**config.mk**
```make
export PLATFORM = sky130hd
export DESIGN_NAME = correlate_seq_flat
export DESIGN_NICKNAME = d
export VERILOG_FILES = /design/src/rtl/corr_pkg.sv /design/src/rtl/correlate_seq_if.sv /design/src/rtl/corr_index_gen.sv /design/src/rtl/correlate_seq.sv /design/src/flat_wrapper.sv
export SDC_FILE = /design/constraint.sdc
export NUM_CORES = 1
export LEC_CHECK = 0
export ABC_AREA = 1
export ABC_CLOCK_PERIOD_IN_PS = 3700
export CAP_MARGIN = 10
export CORE_MARGIN = 5
export CORE_UTILIZATION = 55
export CTS_BUF_LIST = sky130_fd_sc_hd__clkbuf_8
export DETAILED_ROUTE_END_ITERATION = 12
export PLACE_DENSITY = 0.9
export SLEW_MARGIN = 30
export SYNTH_ARGS = -nofsm -noshare
export SYNTH_HDL_FRONTEND = slang
export SYNTH_HIERARCHICAL = 1
export SYNTH_SLANG_ARGS = --single-unit
```
**constraint.sdc**
```tcl
create_clock -name clk -period 3.7 [get_ports clk]
set_input_delay 0.74 -clock clk [delete_from_list [all_inputs] [get_ports clk]]
set_output_delay 0.74 -clock clk [all_outputs]
set_load 0.03 [all_outputs]
```
**src/rtl/corr_pkg.sv**
```systemverilog
// Shared types and width helpers for the cross-correlation sequencer.
package corr_pkg;

    // Default maximum number of samples per input vector
    localparam int CORR_LEN = 2000;

    typedef enum logic [1:0] {
        IDLE  = 2'd0,
        RUN   = 2'd1,
        FLUSH = 2'd2,
        DONE  = 2'd3
    } corr_seq_state_t;

    // Sample address width for a given maximum vector length
    function automatic int addr_w(input int len);
        return (len > 1) ? $clog2(len) : 1;
    endfunction

    // Result address width: lags 0 .. 2*len-2
    function automatic int res_w(input int len);
        return (len > 1) ? $clog2(2 * len - 1) : 1;
    endfunction

    localparam int CORR_AW = addr_w(CORR_LEN);
    localparam int CORR_RW = res_w(CORR_LEN);

endpackage

```
**src/rtl/correlate_seq_if.sv**
```systemverilog
// Handshake and memory/MAC bus of the correlation sequencer.
// Optional abort port pair present when CORR_SEQ_ABORT_EN is defined.
interface correlate_seq_if import corr_pkg::*; #(
    parameter int LEN = CORR_LEN
);
    localparam int AW = addr_w(LEN);
    localparam int RW = res_w(LEN);

    logic          start;
    logic [AW:0]   len;
    logic [AW-1:0] a_addr;
    logic [AW-1:0] b_addr;
    logic          rd_en;
    logic          mac_en;
    logic          mac_clr;
    logic [RW-1:0] res_addr;
    logic          res_we;
    logic          busy;
    logic          done;
`ifdef CORR_SEQ_ABORT_EN
    logic          abort;
    logic          aborted;

    modport master (
        output start, len, abort,
        input  a_addr, b_addr, rd_en, mac_en, mac_clr, res_addr, res_we, busy, done, aborted
    );

    modport slave (
        input  start, len, abort,
        output a_addr, b_addr, rd_en, mac_en, mac_clr, res_addr, res_we, busy, done, aborted
    );
`else
    modport master (
        output start, len,
        input  a_addr, b_addr, rd_en, mac_en, mac_clr, res_addr, res_we, busy, done
    );

    modport slave (
        input  start, len,
        output a_addr, b_addr, rd_en, mac_en, mac_clr, res_addr, res_we, busy, done
    );
`endif

endinterface

```
**src/rtl/corr_index_gen.sv**
```systemverilog
// Lag/term counters for the correlation walk. For lag n the term index i
// runs from max(0, n-(L-1)) to min(n, L-1); a = i, b = i + (L-1-n).
// Addresses are registered and hold when not stepping.
module corr_index_gen #(
    parameter int AW = 11,
    parameter int RW = 12
) (
    input  logic          clk,
    input  logic          reset,
    input  logic          load,
    input  logic [AW-1:0] lm1,
    input  logic          step,
    output logic [AW-1:0] a_addr,
    output logic [AW-1:0] b_addr,
    output logic [RW-1:0] n,
    output logic          first,
    output logic          last,
    output logic          lag_end
);

    logic [RW-1:0] n_q;
    logic [AW-1:0] i_q;
    logic [AW-1:0] b_q;
    logic [AW-1:0] lm1_q;

    logic [RW-1:0] lm1_w;
    logic [RW-1:0] i_w;
    logic [RW-1:0] lo;
    logic [RW-1:0] hi;
    logic [RW-1:0] n_nx;
    logic [RW-1:0] lo_nx;
    logic [RW-1:0] b_nx;

    // Lag bounds; n is compared with L-1 before any subtraction
    always_comb begin
        lm1_w = RW'(lm1_q);
        i_w   = RW'(i_q);
        lo    = (n_q > lm1_w) ? (n_q - lm1_w) : '0;
        hi    = (n_q < lm1_w) ? n_q : lm1_w;
        n_nx  = n_q + 1'b1;
        lo_nx = (n_nx > lm1_w) ? (n_nx - lm1_w) : '0;
        b_nx  = (n_nx > lm1_w) ? '0 : (lm1_w - n_nx);
    end

    assign first   = (i_w == lo);
    assign lag_end = (i_w == hi);
    assign last    = lag_end && (n_q == (lm1_w << 1));

    assign a_addr = i_q;
    assign b_addr = b_q;
    assign n      = n_q;

    // Counter update: restart at lag 0 on load, advance one term per step
    always_ff @(posedge clk) begin
        if (reset) begin
            n_q   <= '0;
            i_q   <= '0;
            b_q   <= '0;
            lm1_q <= '0;
        end else if (load) begin
            n_q   <= '0;
            i_q   <= '0;
            b_q   <= lm1;
            lm1_q <= lm1;
        end else if (step) begin
            if (lag_end) begin
                n_q <= n_nx;
                i_q <= AW'(lo_nx);
                b_q <= AW'(b_nx);
            end else begin
                i_q <= i_q + 1'b1;
                b_q <= b_q + 1'b1;
            end
        end
    end

endmodule

```
**src/rtl/correlate_seq.sv**
```systemverilog
// Cross-correlation control sequencer: FSM plus the strobe delay pipeline
// feeding the MAC and result RAM. Optional abort support is compiled in
// when CORR_SEQ_ABORT_EN is defined.
module correlate_seq import corr_pkg::*; #(
    parameter int LEN = CORR_LEN
) (
    input  logic              clk,
    input  logic              reset,
    correlate_seq_if.slave    bus
);

    localparam int AW = addr_w(LEN);
    localparam int RW = res_w(LEN);
    localparam logic [AW:0] LEN_V = (AW + 1)'(LEN);

    corr_seq_state_t state;
    corr_seq_state_t state_nxt;

    logic          flush_cnt;
    logic          load;
    logic          rd;
    logic          busy_c;
    logic          done_c;
    logic          abort_hit;
    logic          step;
    logic [AW:0]   len_sat;
    logic [AW-1:0] lm1_in;

    logic          first;
    logic          last;
    logic          lag_end;
    logic [RW-1:0] n_cur;

    logic          mac_en_p1;
    logic          mac_clr_p1;
    logic          lag_end_p1;
    logic [RW-1:0] n_p1;
    logic          res_we_p2;
    logic [RW-1:0] res_addr_p2;

    assign len_sat = (bus.len > LEN_V) ? LEN_V : bus.len;
    assign lm1_in  = AW'(len_sat - (AW + 1)'(1));
    // Hold the final term's addresses once the walk is complete
    assign step    = rd && !last;

    corr_index_gen #(
        .AW (AW),
        .RW (RW)
    ) u_index (
        .clk     (clk),
        .reset   (reset),
        .load    (load),
        .lm1     (lm1_in),
        .step    (step),
        .a_addr  (bus.a_addr),
        .b_addr  (bus.b_addr),
        .n       (n_cur),
        .first   (first),
        .last    (last),
        .lag_end (lag_end)
    );

    // State register
    always_ff @(posedge clk) begin
        if (reset) begin
            state <= IDLE;
        end else begin
            state <= state_nxt;
        end
    end

    // Second FLUSH cycle marker; cleared whenever FLUSH is not continuing
    always_ff @(posedge clk) begin
        if (reset) begin
            flush_cnt <= 1'b0;
        end else begin
            flush_cnt <= (state == FLUSH) && (state_nxt == FLUSH);
        end
    end

    // Next-state logic and state-decoded strobes
    always_comb begin
        state_nxt = state;
        load      = 1'b0;
        rd        = 1'b0;
        busy_c    = 1'b0;
        done_c    = 1'b0;
        abort_hit = 1'b0;
        case (state)
            IDLE: begin
                if (bus.start) begin
                    if (bus.len == '0) begin
                        state_nxt = DONE;
                    end else begin
                        state_nxt = RUN;
                        load      = 1'b1;
                    end
                end
            end
            RUN: begin
                rd     = 1'b1;
                busy_c = 1'b1;
                if (last) begin
                    state_nxt = FLUSH;
                end
            end
            FLUSH: begin
                busy_c = 1'b1;
                if (flush_cnt) begin
                    state_nxt = DONE;
                end
            end
            DONE: begin
                done_c    = 1'b1;
                state_nxt = IDLE;
            end
            default: begin
                state_nxt = IDLE;
            end
        endcase
`ifdef CORR_SEQ_ABORT_EN
        if (bus.abort && ((state == RUN) || (state == FLUSH))) begin
            abort_hit = 1'b1;
            state_nxt = IDLE;
        end
`endif
    end

    assign bus.rd_en = rd;
    assign bus.busy  = busy_c;
    assign bus.done  = done_c;

    // ---- stage p1: term issued last cycle reaches the MAC ----
    always_ff @(posedge clk) begin
        if (reset || abort_hit) begin
            mac_en_p1  <= 1'b0;
            mac_clr_p1 <= 1'b0;
            lag_end_p1 <= 1'b0;
        end else begin
            mac_en_p1  <= rd;
            mac_clr_p1 <= rd && first;
            lag_end_p1 <= rd && lag_end;
        end
    end

    // Lag index travelling with the p1 strobes
    always_ff @(posedge clk) begin
        if (rd) begin
            n_p1 <= n_cur;
        end
    end

    // ---- stage p2: accumulator holds the completed lag, write it out ----
    always_ff @(posedge clk) begin
        if (reset || abort_hit) begin
            res_we_p2 <= 1'b0;
        end else begin
            res_we_p2 <= mac_en_p1 && lag_end_p1;
        end
    end

    // Result address held from the write strobe onward
    always_ff @(posedge clk) begin
        if (reset) begin
            res_addr_p2 <= '0;
        end else if (mac_en_p1 && lag_end_p1) begin
            res_addr_p2 <= n_p1;
        end
    end

    assign bus.mac_en   = mac_en_p1;
    assign bus.mac_clr  = mac_clr_p1;
    assign bus.res_we   = res_we_p2;
    assign bus.res_addr = res_addr_p2;

`ifdef CORR_SEQ_ABORT_EN
    logic aborted_q;

    // One-cycle abort acknowledge; reset takes precedence
    always_ff @(posedge clk) begin
        if (reset) begin
            aborted_q <= 1'b0;
        end else begin
            aborted_q <= abort_hit;
        end
    end

    assign bus.aborted = aborted_q;
`endif

endmodule

```
**src/flat_wrapper.sv**
```systemverilog
// flat-port wrapper written by rule: the top's interface ports become plain ports
module correlate_seq_flat import corr_pkg::*;
#(
    parameter int LEN = CORR_LEN
)
  (clk, reset, bus_start, bus_len, bus_a_addr, bus_b_addr, bus_rd_en, bus_mac_en, bus_mac_clr, bus_res_addr, bus_res_we, bus_busy, bus_done);
  correlate_seq_if #(.LEN(LEN)) bus_i ();
  input  logic clk;
  input  logic reset;
  input wire logic [$bits(bus_i.start)-1:0] bus_start;
  input wire logic [$bits(bus_i.len)-1:0] bus_len;
  output wire logic [$bits(bus_i.a_addr)-1:0] bus_a_addr;
  output wire logic [$bits(bus_i.b_addr)-1:0] bus_b_addr;
  output wire logic [$bits(bus_i.rd_en)-1:0] bus_rd_en;
  output wire logic [$bits(bus_i.mac_en)-1:0] bus_mac_en;
  output wire logic [$bits(bus_i.mac_clr)-1:0] bus_mac_clr;
  output wire logic [$bits(bus_i.res_addr)-1:0] bus_res_addr;
  output wire logic [$bits(bus_i.res_we)-1:0] bus_res_we;
  output wire logic [$bits(bus_i.busy)-1:0] bus_busy;
  output wire logic [$bits(bus_i.done)-1:0] bus_done;
  assign bus_i.start = bus_start;
  assign bus_i.len = bus_len;
  assign bus_a_addr = bus_i.a_addr;
  assign bus_b_addr = bus_i.b_addr;
  assign bus_rd_en = bus_i.rd_en;
  assign bus_mac_en = bus_i.mac_en;
  assign bus_mac_clr = bus_i.mac_clr;
  assign bus_res_addr = bus_i.res_addr;
  assign bus_res_we = bus_i.res_we;
  assign bus_busy = bus_i.busy;
  assign bus_done = bus_i.done;
  correlate_seq #(.LEN(LEN)) u_core (.clk(clk), .reset(reset), .bus(bus_i));
endmodule
```
* After elaboration in Yosys (flattened, before gate mapping)
Cells that the tools add are included.
** Word-level totals
- Register bits :: 76
- Latch bits :: 0
- Memory bits (writable) :: 0
- Memory bits (read-only) :: 0
- Input port bits :: 15
- Output and inout bits :: 40
- Logic and storage cells :: 63
- Memories kept :: 0
** Cells by class
- Add/sub/neg operators :: 7
- Multiply operators :: 0
- Divide/modulo/power cells :: 0
- Order comparisons :: 4
- Equal/unequal tests :: 7
- Shift operators :: 0
- Multiplexer cells :: 20
- Bitwise logic cells :: 0
- Reduce and logical (&&, ||, !) cells :: 13
** Operators by type and width (number)
- 11-bit two-way mux :: 7
- 11-bit by 12-bit == test with 1-bit output :: 2
- 12-bit by 11-bit > comparator with 1-bit output :: 2
- 12-bit two-way mux :: 2
- 11-bit by 1-bit adder with 11-bit output, second input constant :: 2
- 11-bit subtractor :: 2
- 12-bit by 1-bit adder with 12-bit output, second input constant :: 1
- 12-bit == test :: 1
- 12-bit by 11-bit > comparator with 1-bit output, second input constant :: 1
- 12-bit zero test :: 1
- 12-bit by 11-bit less-than comparator with 1-bit output :: 1
- 12-bit by 11-bit subtractor with 12-bit output :: 1
- 11-bit by 1-bit subtractor with 11-bit output, second input constant :: 1
- 2-bit two-way mux :: 4
- 2-bit one-hot mux with 4 select lines :: 1
- 2-bit == test, second input constant :: 3
- 1-bit logical AND :: 6
- 1-bit two-way mux :: 6
- 2-bit OR reduction :: 2
- 2-bit by 1-bit == test with 1-bit output, second input constant :: 1
- 2-bit zero test :: 1
- 2-bit AND reduction :: 1
- 2-bit nonzero test :: 1
- 1-bit zero test :: 1

* Depth between registers and ports, before layout
Gate-level depths: netlist (run 1).
- Depth after elaboration :: 8
- Gate-level depth with buffers :: 25
- Mapped depth without buffers :: 23

* By module
The synthesis (run 1) kept the hierarchy.
** By module, submodules not included
- corr_index_gen :: instances 1, cells each 771, area an instance 4830.9 sq um, sequential area each 900.9 sq um
- correlate_seq :: instances 1, cells each 187, area an instance 1473.9 sq um, sequential area each 740.7 sq um

* Worst setup path before layout (run 1)
Ideal clock, no wire load.
- Path type :: reg-to-reg
- From :: register u_core.u_index.n_q[0] (netlist: u_core/u_index/n[0])
- To :: register u_core.u_index.b_q[5] (netlist: u_core/u_index/b_addr[5])
- Setup time :: 0.070 ns
- Data arrival time :: 3.462 ns
- Data required time :: 3.630 ns
- Setup slack :: 0.168 ns
- Stages on the path, launching flop included :: 24
- Buffers on the path :: 3
- Period minus slack after synthesis :: 3.532 ns
- Cells stage by stage :: dfxtp_1 > inv_1 > ha_1 > fa_1 > inv_1 > nand3_1 > nand2_1 > nand3_2 > nand3_4 > buf_6 > nand2_1 > nand3_1 > nand2_1 > inv_2 > nand2_1 > nor2_1 > nand3_2 > buf_6 > nor4_1 > nor2_1 > nor2_1 > clkbuf_1 > a21boi_0 > a21oi_1
** Between the ends
- Elaborated cells between the ends (all ways) :: 15
- Those cells by class :: 2 x add/sub; 2 x order compare; 2 x eq/ne; 5 x mux; 4 x reduce/logical
** RTL lines
- start, declared :: RTL line corr_index_gen.sv:21 : logic [RW-1:0] n_q;
- start signal, assigned :: RTL line corr_index_gen.sv:67 : n_q <= n_nx;
- 12-bit by 1-bit adder with 12-bit output (*) :: RTL line corr_index_gen.sv:40 : n_nx = n_q + 1'b1;
- via u_core.u_index.n_nx[0] :: RTL line corr_index_gen.sv:30 : logic [RW-1:0] n_nx;
- 11-bit subtractor / 12-bit by 11-bit > comparator with 1-bit output (equally long branches) :: RTL line corr_index_gen.sv:42 : b_nx = (n_nx > lm1_w) ? '0 : (lm1_w - n_nx);
- 11-bit two-way mux (*) :: RTL line corr_index_gen.sv:42
- 11-bit two-way mux (*) :: RTL line corr_index_gen.sv:66 : if (lag_end) begin
- 11-bit two-way mux (*) :: RTL line corr_index_gen.sv:65 : end else if (step) begin
- 11-bit two-way mux (*) :: RTL line corr_index_gen.sv:60 : end else if (load) begin
- end signal, assigned :: RTL line corr_index_gen.sv:63 : b_q <= lm1;
- end signal, assigned :: RTL line corr_index_gen.sv:69 : b_q <= AW'(b_nx);
- end signal, assigned :: RTL line corr_index_gen.sv:72 : b_q <= b_q + 1'b1;
- end, declared :: RTL line corr_index_gen.sv:23 : logic [AW-1:0] b_q;
The timed path passes the listed nets; every way through them passes the cells marked *. The select of a mux whose other input is x is not followed.
A chain may end at the register's enable or synchronous reset.

* Worst setup path in the final report (run 1)
- From :: register u_core.u_index.n_q[0] (netlist: u_core/u_index/n[0])
- To :: register u_core.flush_cnt
** Between the ends
- Word-level cells in the longest chain between the ends :: 8
- Elaborated cells between the ends (all ways) :: 9
- Those cells by class :: 1 x order compare; 3 x eq/ne; 3 x mux; 2 x reduce/logical
** RTL lines
- 12-bit by 11-bit less-than comparator with 1-bit output :: RTL line corr_index_gen.sv:39 : hi = (n_q < lm1_w) ? n_q : lm1_w;
- 12-bit two-way mux :: RTL line corr_index_gen.sv:39
- 11-bit by 12-bit == test with 1-bit output :: RTL line corr_index_gen.sv:46 : assign lag_end = (i_w == hi);
- 1-bit logical AND (*) :: RTL line corr_index_gen.sv:47 : assign last = lag_end && (n_q == (lm1_w << 1));
- via u_core.last :: RTL line correlate_seq.sv:30 : logic last;
- 2-bit two-way mux (*) :: RTL line correlate_seq.sv:103 : if (last) begin
- 2-bit one-hot mux with 4 select lines (*) :: RTL line correlate_seq.sv:89 : case (state)
- 2-bit == test (*) :: RTL line correlate_seq.sv:77 : flush_cnt <= (state == FLUSH) && (state_nxt == FLUSH);
- 1-bit logical AND (*) :: RTL line correlate_seq.sv:77
- end signal, assigned :: RTL line correlate_seq.sv:77
- end, declared :: RTL line correlate_seq.sv:19 : logic flush_cnt;
The timed path passes the listed nets; every way through them passes the cells marked *.

==> impl_metrics.toml, run 1 <==
[synth]
synth-warning-count = 6
yosysTopAreaCell = "dfxtp_1"
synth_cell_types = 48
synthTopCellsByCount = "nand2_1 (225), inv_1 (111), nor2_1 (98)"
synth.most_common_cell = "nand2_1"
synth_ff_type = "dfxtp_1"
syn_area_per_cell_um2 = 6.58
syn-num-nets = 1014
async_flop_share = 0
syn_area_um2 = 6300
synth_seq_cells = 76
syn_inst = 958
ys_seq_area_frac = 0.260
synth_top_cells_by_area = "dfxtp_1 (20%), nand2_1 (13%), ha_1 (7.5%)"
synth.top_cell.area_share = 0.203
synth_edf_count = 12

[min_path]
hp-class = "reg -> reg"

[global_route]
grt_max_degree = 27
grt_pass1_wl_um = 32200
antenna_found_initial = 0
grt_usage = 0.306
grt-ovfl-total = 0
grt_pass1_vias = 6263

[clock_tree]
htree_levels = 3
clkLatencyLatePin_ns = 0.36
cts_tree = "done"
cts_hold_buf = 0
root_buffer = "clkbuf_8"
cts_sinks = 76
cts_made_buffers = 9
path_clk_slew_ns = 0.08
clk_path_buf_depth = 2

[sta]
fin_crit_ns = 3.46
clock_skew_ns = 0.00904
drv_slew = 0
slew-limit-headroom = 0.545
layout_worst_path_cycle_share = 0.936
setup_viol = 0
fmax_ghz = 0.289
report.final.hold_viol_count = 0
tightest_slew_ns = 0.682

[critical_path]
crit_path_start_kind = "flip-flop"
required_ns = 4.00
crit_fanout = 15
setup.worst_path.end_class = "flip-flop"
arrival_ns = 3.77
critPathKind = "reg -> reg"

[cells_and_area]
regArea_um2 = 1650
num_antenna_cells = 0
areaGrowthSynthToFinish_pct = 18.7
drive_gt1_frac = 0.106
nets = 1093
fin_cells = 1185
multi_input_area_um2 = 4110
fill_cells = 1028

[floorplan]
initial_core_util = 0.557
die_h_um = 117
die_area_um2 = 13700
fp.dieW_um = 117
ioPinCount = 55
num_rows = 39
core_um2 = 11300

[route]
remaining_drc_errors = 0
wirelength_um = 21000
vias = 6981
via_per_inst = 5.89
drt_first_iter_violations = 743
drt_pre_antenna_iters = 6
wl_per_cell_um = 17.8
ant_nets = 0

[run]
max-cap-violations = 0

[place]
placed_cells = 1166
gp_congestion = 1.09
hpwl_um = 15900
io_buffers = 54

[outcome]
status = "complete, no violations"
==> cells by family (layout without fill, tap and decap cells) <==
| group | after synthesis | in the layout | synth area share |
|---|---|---|---|
| buffers and inverters | 150 | 232 | 0.0994 |
| flip-flops | 76 | 76 | 0.260 |
| adder cells (fa/ha/maj) | 41 | 41 | 0.0849 |
| AO/OA/AOI/OAI | 155 | 155 | 0.146 |
| AND/OR/NAND/NOR | 494 | 496 | 0.351 |
| XOR/XNOR | 42 | 42 | 0.0583 |
==> path summary, 6_finish.rpt <==
path,slack [ns],startpoint,to,cells after the start
worst min register to register,0.48,u_core/bus.res_addr[8],u_core/bus.res_addr[8],2
worst max-delay path,0.24,u_core/u_index/n[0],u_core/flush_cnt,24
worst min-delay path,0.48,u_core/bus.res_addr[8],u_core/bus.res_addr[8],2
worst max register to register,0.24,u_core/u_index/n[0],u_core/flush_cnt,24
==> metal layers <==
metal  up-vias  GRT usage  wire length (um)
met5         -          0                 0
met2       445      0.473              9040
met1      3104      0.397              8420
met4         0      0.160              1310
met3       104     0.0710              2280
li1       3328          -                 -
==> sequential cells by signal, summed over array words and instances, names as in the netlist <==
name and cells:
u_core/flush_cnt 1, u_core/u_index/lm1_q 11, u_core/lag_end_p1 1, u_core/n_p1 12, u_core/bus.res_we 1, u_core/u_index/n 12
u_core/state 2, u_core/bus.mac_clr 1, u_core/u_index/b_addr 11, u_core/u_index/a_addr 11, u_core/bus.mac_en 1, u_core/bus.res_addr 12
==> timing repair <==
action                                  CTS  global route
cloned                                    0             2
setup buffers                             0             1
pin swaps                                 0             1
gates resized for setup                   2            14
endpoints found under the setup margin   11            37
==> worst max-delay path, cell delays in order, from the launching register on <==
cell and delay [ns]:
dfxtp_4 0.39, inv_1 0.06, ha_1 0.22, fa_1 0.40, inv_1 0.09, nand3_1 0.08, nand2_2 0.13, nand3_2 0.14
buf_4 0.24, nand4_1 0.11, nand2_1 0.06, nand2_1 0.05, nand2_1 0.05, inv_1 0.06, nand2_1 0.05, nor2_1 0.11
nand3_2 0.11, nor4_4 0.25, nor2_4 0.15, buf_4 0.21, nand2_1 0.07, nand3_1 0.07, o31ai_1 0.11, nand2_1 0.09
nor2_1 0.12
==> layout by cell type, fill, tap and decap left out, drive strengths merged, types with 9 or more instances in the layout <==
| master | Yosys | routed |
|---|---|---|
| o22ai | 13 | 13 |
| inv | 119 | 119 |
| clkdlybuf4s50 | 0 | 54 |
| nand2 | 228 | 228 |
| a21oi | 59 | 59 |
| o21ai | 51 | 51 |
| nand4 | 30 | 30 |
| edfxtp | 12 | 12 |
| nor2 | 105 | 105 |
| buf | 12 | 42 |
| nor3 | 17 | 17 |
| xor2 | 34 | 34 |
| dfxtp | 64 | 64 |
| or2 | 9 | 9 |
| clkbuf | 18 | 9 |
| nand3 | 95 | 97 |
| a21boi | 12 | 12 |
| ha | 38 | 38 |
==> layout make-up <==
cell class                 instances  share of cell area
clock inverter                     7              0.0154
sequential                        76               0.220
clock buffer                       9              0.0166
multi-input combinational        734               0.549
inverter                         120              0.0602
tap                              143              0.0239
timing repair buffer              96               0.114
==> per-stage QoR <==
| stage | worst slack, ns | instance area, um2 | TNS, ns | hold WS [ns] | util |
|---|---|---|---|---|---|
| after floorplan | 0.168 | 6300 | 0 | 0.435 | - |
| after global placement | 0.0721 | 7160 | 0 | 0.462 | 0.632 |
| after detailed placement | -0.174 | 7160 | -1.49 | 0.472 | 0.632 |
| after CTS | 0.0163 | 7400 | 0 | 0.490 | 0.654 |
| after global routing | -0.0134 | 7480 | -0.0156 | 0.513 | 0.661 |
| final | 0.235 | 7480 | 0 | 0.484 | 0.661 |
Power of run 1 is not shown: default switching activity piles up to over one toggle a cycle in this logic, so the estimate is an artifact.
==> run 2: changes to the inputs <==
- CAP_MARGIN: 10 -> not set
- CORE_UTILIZATION: 55 -> 25
- PLACE_DENSITY: 0.9 -> 0.52
==> run 2 against run 1 <==
Net effect: register-to-register slack improved by 0.02 ns; sequential cell count unchanged; non-clock buffer count up 10; global-route usage is 14 points lower; cell count grew 17%; first-iteration DRC count rose by 3.2%; utilization fell by 35 points; hold slack barely moved; wire length is 13% higher.
==> impl_metrics.toml, run 2 (synthesized netlist as in run 1, its figures left out) <==
[clock_tree]
clk_path_buf_depth = 2
cts_tree = "done"
clkLatencyLatePin_ns = 0.39
path_clk_slew_ns = 0.10
root_buffer = "clkbuf_8"
cts_sinks = 76
cts_made_buffers = 9
cts_hold_buf = 0
htree_levels = 3

[sta]
tightest_slew_ns = 0.706
setup_viol = 0
drv_slew = 0
report.final.hold_viol_count = 0
slew-limit-headroom = 0.529
layout_worst_path_cycle_share = 0.930
fin_crit_ns = 3.44
setup_tns_ns = 0
clock_skew_ns = 0.0208
fmax_ghz = 0.291

[cells_and_area]
areaGrowthSynthToFinish_pct = 24.3
final_area_um2 = 7830
layout_commonest_cell = "nand2_1"
nets = 1103
fill_cells = 2772
multi_input_area_um2 = 4160
drive_gt1_frac = 0.127
num_antenna_cells = 0
regArea_um2 = 1650
final_cell_mix = "nand2_1 (224), inv_1 (110), nor2_1 (95)"

[route]
wl_per_cell_um = 17.1
wirelength_um = 23700
drt_pre_antenna_iters = 6
drt_first_iter_violations = 767
ant_nets = 0
via_per_inst = 4.88
vias = 6740
remaining_drc_errors = 0

[critical_path]
required_ns = 4.01
cp-endpoint = "u_core/u_index/b_addr[0]"
r2r-end = "u_core/u_index/b_addr[0]"
r2r-start = "u_core/u_index/lm1_q[8]"
worstSetupStartpoint = "u_core/u_index/lm1_q[8]"
setup.worst_path.end_class = "flip-flop"
r2r_cells = 21
arrival_ns = 3.75
critPathKind = "reg -> reg"
crit_path_start_kind = "flip-flop"
rrSetupSlack_ns = 0.26
crit_fanout = 16

[min_path]
hp-class = "reg -> reg"
hp-start = "u_core/u_index/n[0]"
holdPathStages = 0

[outcome]
status = "complete, no violations"

[place]
hpwl_um = 18400
io_buffers = 54
postPlaceCellArea_um2 = 7430
gp_congestion = 1.01

[floorplan]
initial_core_util = 0.252
die_area_um2 = 28500
ioPinCount = 55
core_um2 = 25000
die_h_um = 169
num_rows = 58
fp.dieW_um = 169

[global_route]
antenna_found_initial = 0
grt_pass1_wl_um = 36600
grt_pass1_vias = 6482
grt_usage = 0.164
grt_max_degree = 24
grt-ovfl-total = 0

[run]
max-cap-violations = 0
-- run 2: cell count changes in the layout (fill, tap and decap cells not counted), sizes merged --
cell    delta
inv        +4
bufinv     -2
buf       +10
clkinv     -2
-- run 2: how the worst min path moves through the flow --
stage / endpoint / slack (ns)
2_1_floorplan: u_core/n_p1[5] / 0.43
3_3_place_gp: u_core/bus.res_addr[8] / 0.46
3_5_place_dp: u_core/bus.res_addr[10] / 0.47
4_1_cts: u_core/bus.res_addr[8] / 0.49
5_1_grt: u_core/n_p1[0] / 0.50
6_report: u_core/n_p1[0] / 0.48
-- run 2: layout make-up --
| class | count | area share |
|---|---|---|
| well taps | 330 | 0.0527 |
| repair buffers | 106 | 0.121 |
| multi-input cells | 734 | 0.531 |
| inverters | 120 | 0.0575 |
| flip-flops and latches | 76 | 0.211 |
| clock buffers | 9 | 0.0158 |
| clock inverters | 7 | 0.0115 |
-- run 2: worst max-delay path, cell delays in order (launching register included) --
cell and delay [ns]:
dfxtp_1 0.38, inv_1 0.12, ha_2 0.41, nand2_1 0.10
nor3_4 0.25, nand3_4 0.16, buf_6 0.18, nand4_1 0.17
nand2_1 0.08, nand2_1 0.05, nand2_1 0.04, inv_1 0.07
nand2_1 0.05, nor2_1 0.12, nand3_2 0.13, nor4_4 0.27
nor2_2 0.10, buf_8 0.17, nor2_4 0.13, buf_4 0.15
a21boi_0 0.09, a21oi_1 0.15
-- run 2: repair_timing --
item | CTS | global route
resized for setup | 2 | 34
gates cloned | 1 | 2
setup buffers | 0 | 5
pin swaps | 0 | 6
endpoints found under the setup margin | 18 | 35
-- run 2: per-stage QoR --
step | hold slack (ns) | setup slack (ns) | cells | util
2_1_floorplan | 0.435 | 0.168 | 958 | -
3_3_place_gp | 0.464 | 0.0576 | 1358 | 0.297
3_5_place_dp | 0.471 | -0.0453 | 1358 | 0.297
4_1_cts | 0.495 | 0.0183 | 1375 | 0.306
5_1_grt | 0.496 | -0.0164 | 1382 | 0.313
6_report | 0.484 | 0.260 | 1382 | 0.313
-- run 2: per-layer routing --
layer,share of wire,wire (um),vias to the layer above,GRT usage
met5,0,0,-,0
met4,0.030,710,0,0.0466
met3,0.077,1820,49,0.0320
met2,0.44,10400,251,0.260
met1,0.45,10700,3091,0.227
li1,-,-,3349,-
Power of run 2 is left out for the same reason.
